$ cat src/rtl/config_loader_pkg.sv
// Shared types and sizing helpers for the fabric configuration loader.
package config_loader_pkg;

  typedef enum logic [2:0] {
    S_IDLE,
    S_MAGIC,
    S_BYTE,
    S_SHIFT,
    S_CHECK,
    S_DONE,
    S_ERROR
  } state_t;

  localparam logic [7:0] MAGIC_DEFAULT = 8'hA5;

  function automatic int payload_bytes(input int chain_length);
    return (chain_length + 7) / 8;
  endfunction

  // Bits actually shifted from the final payload byte; a full byte when the chain is a multiple of 8.
  function automatic int last_bits(input int chain_length);
    return ((chain_length % 8) == 0) ? 8 : (chain_length % 8);
  endfunction

endpackage

$ cat src/rtl/config_loader.sv
// Bitstream writer for the fabric config chain: checks magic and XOR checksum,
// shifts the payload LSB-first and holds the fabric in reset until a verified load.
module config_loader
  import config_loader_pkg::*;
#(
  parameter int         CHAIN_LENGTH = 20,
  parameter logic [7:0] MAGIC        = MAGIC_DEFAULT
) (
  input  logic       clock,
  input  logic       nreset,
  input  logic       start,
  input  logic [7:0] in_data,
  input  logic       in_valid,
  output logic       in_ready,
  output logic       cfg_shift_en,
  output logic       cfg_shift_data,
  output logic       fabric_nreset,
  output logic       fabric_enable,
  output logic       done,
  output logic       error
);

  localparam int         RW       = $clog2(CHAIN_LENGTH + 1);
  localparam logic [3:0] LAST_CNT = 4'(last_bits(CHAIN_LENGTH));

  state_t          state;
  state_t          next;
  logic [7:0]      sreg;
  logic [7:0]      csum;
  logic [3:0]      cnt;
  logic [RW-1:0]   rem;
  logic            accept;
  logic            final_byte;

  assign accept     = in_valid & in_ready;
  assign final_byte = (32'(rem) <= 32'd8);

  always_ff @(posedge clock) begin
    if (!nreset) state <= S_IDLE;
    else         state <= next;
  end

  always_comb begin
    next = state;
    case (state)
      S_IDLE:  if (start) next = S_MAGIC;
      S_MAGIC: if (accept) next = (in_data == MAGIC) ? S_BYTE : S_ERROR;
      S_BYTE:  if (accept) next = S_SHIFT;
      S_SHIFT: if (cnt == 4'd1) next = (rem == RW'(1)) ? S_CHECK : S_BYTE;
      S_CHECK: if (accept) next = (in_data == csum) ? S_DONE : S_ERROR;
      S_DONE:  if (start) next = S_MAGIC;
      S_ERROR: if (start) next = S_MAGIC;
      default: next = S_IDLE;
    endcase
  end

  always_comb begin
    in_ready       = 1'b0;
    cfg_shift_en   = 1'b0;
    cfg_shift_data = 1'b0;
    fabric_nreset  = 1'b0;
    fabric_enable  = 1'b0;
    done           = 1'b0;
    error          = 1'b0;
    case (state)
      S_MAGIC, S_BYTE, S_CHECK: in_ready = 1'b1;
      S_SHIFT: begin
        cfg_shift_en   = 1'b1;
        cfg_shift_data = sreg[0];
      end
      S_DONE: begin
        done          = 1'b1;
        fabric_nreset = 1'b1;
        fabric_enable = 1'b1;
      end
      S_ERROR: error = 1'b1;
      default: ;
    endcase
  end

  // Serialiser: byte register, per-byte bit count and chain-wide remaining count.
  always_ff @(posedge clock) begin
    if (!nreset) begin
      sreg <= '0;
      csum <= '0;
      cnt  <= '0;
      rem  <= '0;
    end else begin
      case (state)
        S_MAGIC: if (accept && in_data == MAGIC) begin
          csum <= '0;
          rem  <= RW'(CHAIN_LENGTH);
        end
        S_BYTE: if (accept) begin
          sreg <= in_data;
          csum <= csum ^ in_data;
          cnt  <= final_byte ? LAST_CNT : 4'd8;
        end
        S_SHIFT: begin
          sreg <= {1'b0, sreg[7:1]};
          cnt  <= cnt - 4'd1;
          rem  <= rem - RW'(1);
        end
        default: ;
      endcase
    end
  end

endmodule

$ cat config.mk
export PLATFORM = sky130hd
export DESIGN_NAME = config_loader
export DESIGN_NICKNAME = d
export VERILOG_FILES = /design/src/rtl/config_loader_pkg.sv /design/src/rtl/config_loader.sv
export SDC_FILE = /design/constraint.sdc
export NUM_CORES = 1
export LEC_CHECK = 0
export ABC_AREA = 1
export BUFFER_PORTS_ARGS = -buffer_cell sky130_fd_sc_hd__buf_2
export CORE_UTILIZATION = 35
export CTS_BUF_LIST = sky130_fd_sc_hd__clkbuf_4 sky130_fd_sc_hd__clkbuf_8
export CTS_CLUSTER_SIZE = 24
export DETAILED_ROUTE_END_ITERATION = 16
export PLACE_DENSITY_LB_ADDON = 0.25
export SLEW_MARGIN = 15
export SYNTH_ARGS = -nofsm -noshare
export SYNTH_HDL_FRONTEND = slang
export SYNTH_SLANG_ARGS = --single-unit
$ cat constraint.sdc
create_clock -name clock -period 2.99 [get_ports clock]
set_clock_uncertainty 0.15 [all_clocks]
set_input_delay 0.4485 -clock clock [delete_from_list [all_inputs] [get_ports clock]]
set_output_delay 0.4485 -clock clock [all_outputs]
set_load 0.02 [all_outputs]
**Word level (Yosys, flattened, before mapping)**

Index checks and enable logic that the tools add are counted.

- Register bits: 28
- Bits of input ports: 12

- Add/subtract/negate cells: 2
- $lt $le $gt $ge: 1
- Equality and inequality tests: 16
- Mux-type cells: 24
- Bitwise gates (word level): 2
- Reductions and logical operators: 11

Operator list:

| operator | count |
|---|---|
| $pmux 8 s2 | 2 |
| $mux 8 | 3 |
| $mux 3 | 7 |
| $pmux 3 s5 | 1 |
| $ne 2x2->1 const B | 5 |
| $pmux 5 s2 | 1 |
| $eq 3x3->1 const B | 3 |
| $eq 8x8->1 | 1 |
| $eq 8x8->1 const B | 1 |
| $mux 4 | 2 |
| $pmux 4 s2 | 1 |
| $xor 8x8->8 | 1 |
| $eq 3x2->1 const B | 2 |
| $reduce_bool 2->1 | 3 |
| $reduce_or 3->1 | 2 |
| $eq 5x1->1 const B | 1 |
| $le 5x4->1 const B | 1 |
| $mux 1 | 5 |
| $mux 5 | 1 |
| $reduce_and 5->1 | 1 |
| $sub 5x1->5 const B | 1 |
| $eq 4x1->1 const B | 1 |
| $reduce_and 2->1 | 2 |
| $sub 4x1->4 const B | 1 |
| 7 further kinds | 7 |

**Longest topological paths before layout**

- Word-level depth: 7
- Mapped depth: 10

**Worst setup path after synthesis**

No wires, ideal clock.

- Path kind: register to output
- Start point: reg state[0]
- End point: out fabric_enable
- Data arrival time: 1398 ps
- Required time: 2392 ps
- Slack: 993 ps
- Cell stages (with the launch flop): 4
- Buffers on the path: 1
- Path through: dfxtp_1 > inv_1 > nor3_1 > buf_4

- Cells in the longest elaborated chain, start to end: 2

Ends and longest elaborated chain:

| item | line | text |
|---|---|---|
| start: declaration | config_loader.sv:26 | `state_t state;` |
| start signal: assignment | config_loader.sv:40 | `else state <= next;` |
| $eq 3x3->1 | - |  |
| $mux 1 | - |  |
| end: declaration | config_loader.sv:18 | `output logic fabric_enable,` |

Every way passes these cells.

**Worst setup path after layout**

- Start point: reg state[2]
- End point: out cfg_shift_en

- Cells in the longest elaborated chain, start to end: 2

Ends and longest elaborated chain:

| item | line | text |
|---|---|---|
| $eq 3x2->1 | config_loader.sv:65 | `case (state)` |
| $mux 1 | config_loader.sv:65 |  |
| end: declaration | config_loader.sv:15 | `output logic cfg_shift_en,` |

Every way passes these cells.

==> flow_summary.ini <==
[sta]
whs_ps = 290
tns_ps = 0
finalCritPeriodShare_pct = 72.5
maxSlewHeadroom_pct = 64.3
tightest_slew_ps = 533
slew_viol_final = 0
rsz0062_at_grt = no
hold_viol_final = 0
final-setup-viol-count = 0
period_needed_ps = 2170
fmax_mhz = 461

[grt]
antenna_found_initial = 0
grt_use_total_pct = 15.4
grt_max_degree = 19
grt_pass1_vias = 1407
grt-ovfl-total = 0
grt_pass1_wl_um = 6270

[placed_design]
dp_hpwl_um = 2600
portBuffers = 18
gp_congestion = 0.804
dp_cells = 308

[critical_path]
cp.arrival_ps = 1570
timing_worst_setup_path_type = reg2out
rrSetupSlack_ps = 1170
worstPathRequired_ps = 2390
reg2reg_depth = 8
start_kind = flop
r2r-end = state[0]$_SDFFE_PN0P_
r2r_start = state[2]$_SDFFE_PN0P_
cp-end-kind = primary output
cp_max_fo = 18

[cts]
cts_sinks = 28
cts_resized = 0
ctsHoldBuffers = 0
clk_pin_slew_ps = 100
cts_root_buffer = clkbuf_8
cts_tree = yes
cts_buffers = 3
cts_setup_buffers = 0
h-tree-depth = 1
insertion_delay_ps = 280
clk_path_buf_depth = 2

[synth]
synth_seq_area_share_pct = 33.4
syn_nets = 262
synth_cells = 245
avgSynthCellArea_um2 = 6.85
synth_area_um2 = 1680
synthTopCellsByArea = dfxtp_1 (33%), nand2_1 (16%), inv_1 (6.7%), a21oi_1 (6.3%), nand3_1 (5.1%)
synth.distinct_cells = 31
synth_top_area_share_pct = 33.4
ys_ff_latch = 28
synth.yosys.warnings = 0
synth_top_cell_by_area = dfxtp_1

[floorplan]
die_width_um = 71.3
die_height_um = 71.3
ios = 19
start_util_pct = 37.5
core_um2 = 4470
rows = 24
die_area_um2 = 5080

[final_layout]
synthToLayoutAreaGrowth_pct = 9.61
n_antenna_cell = 0
fin_nets = 278
drive_gt1_share_pct = 17.3
final_cells = 312

[route]
routedWlPerCell_um = 11.7
first_iter_violations = 77
drc = 0
ant_nets = 0
drt-total-wl_um = 3640
routed_via_density = 4.77
first_pass_iters = 4
vias = 1487

[worst_hold_path]
min-delay-start = in_data[7]
hold-path-endpoint = sreg[7]$_SDFFE_PN0P_
whs_path_depth = 3
min_path_type = in2reg

[power_and_ir_drop]
leakage_nw = 0.823
power.density_nw_per_um2 = 685
irDropWorstVdd_uv = 292

[status]
status = completed

[run]
cap_violations = 0
-- per-layer routing --
layer	GRT usage, %	part of all wire [%]	vias up
met5	0	0	-
met1	21.0	51	643
met3	3.52	3.8	4
met2	25.3	45	20
li1	-	-	820
met4	2.67	0.58	0
-- cells by family (layout without fill, tap and decap cells) --
family	count (synthesis)	after routing	synth area share, %
buffers and inverters	44	59	11.6
xor gates and xnor gates	2	2	1.04
adders and majority gates	5	5	3.73
AOI/OAI and AO/OA	50	50	17.1
and+or+nand+nor	116	116	33.2
DFF	28	28	33.4
-- final cells by class --
cell class	instances	area [um^2]
clock buffers	4	55.1
multi-input cells	173	923
repair buffers	18	90.1
inverters	37	146
well taps	52	65.1
fillers	481	2630
flip-flops and latches	28	561
-- state kept, by name, summed over array words and instances, names as in the netlist --
signal  cells
cnt         4
csum        8
state       3
sreg        8
rem         5
-- critical path, cell delays in order (launching register included) --
cell and delay [ps]:
dfxtp_1 340, inv_1 230, nand3_4 270, inv_4 240
buf_2 200
-- where the power goes --
group / switching, mW / leakage, nW / total [mW] / internal, mW
logic: 0.330 / 0.567 / 0.501 / 0.171
clock network: 0.129 / 0.0288 / 0.247 / 0.118
registers: 0.0638 / 0.227 / 0.512 / 0.448
total: 0.522 / 0.823 / 1.26 / 0.738
-- layout by cell type, fill, tap and decap left out, types with 3 or more instances in the layout --
master	n
inv_1	30
nor2_1	11
clkbuf_8	4
ha_1	5
nand3_4	3
o21ai_0	12
nor3_1	4
inv_2	4
o21ai_1	3
or2_2	3
a31oi_1	7
nand3_1	17
dfxtp_1	28
nand2_1	72
a21oi_1	21
buf_2	18
-- worst max-delay path by stage --
stage	startpoint	slack, ps	depth (start not counted)	to
final	state[2]$_SDFFE_PN0P_	820	4	cfg_shift_en
after global routing	state[2]$_SDFFE_PN0P_	710	4	cfg_shift_en
after CTS	state[2]$_SDFFE_PN0P_	800	4	cfg_shift_en
after detailed placement	state[2]$_SDFFE_PN0P_	1130	4	cfg_shift_en
after global placement	state[2]$_SDFFE_PN0P_	1170	4	cfg_shift_en
after floorplan	state[0]$_SDFFE_PN0P_	990	3	fabric_enable
-- synth_stat cells --
cell,number
nand2_1,72
inv_1,30
dfxtp_1,28
a21oi_1,21
nand3_1,17
o21ai_0,12
nor2_1,11
a31oi_1,7
ha_1,5
inv_2,4
nor3_1,4
buf_4,3
clkbuf_1,3
nand3_4,3
o21ai_1,3
or2_2,3
a21oi_2,2
nand3_2,2
o21ai_2,2
xor2_1,2
a21o_1,1
a31oi_2,1
buf_8,1
clkinv_1,1
inv_4,1
inv_6,1
nand2_2,1
nand2_4,1
nor2_4,1
nor2_8,1
o211ai_1,1
-- per-stage QoR --
step                      worst slack [ps]  cell area, um^2  total power [mW]  util (%)
after floorplan                        993             1680             0.925         -
after global placement                1170             1790              1.02      39.9
after detailed placement              1130             1790              1.02      39.9
after CTS                              805             1840              1.27      41.1
after global routing                   710             1840              1.36      41.1
final                                  823             1840              1.26      41.1
Note: power is estimated with default switching activity, not from simulation.
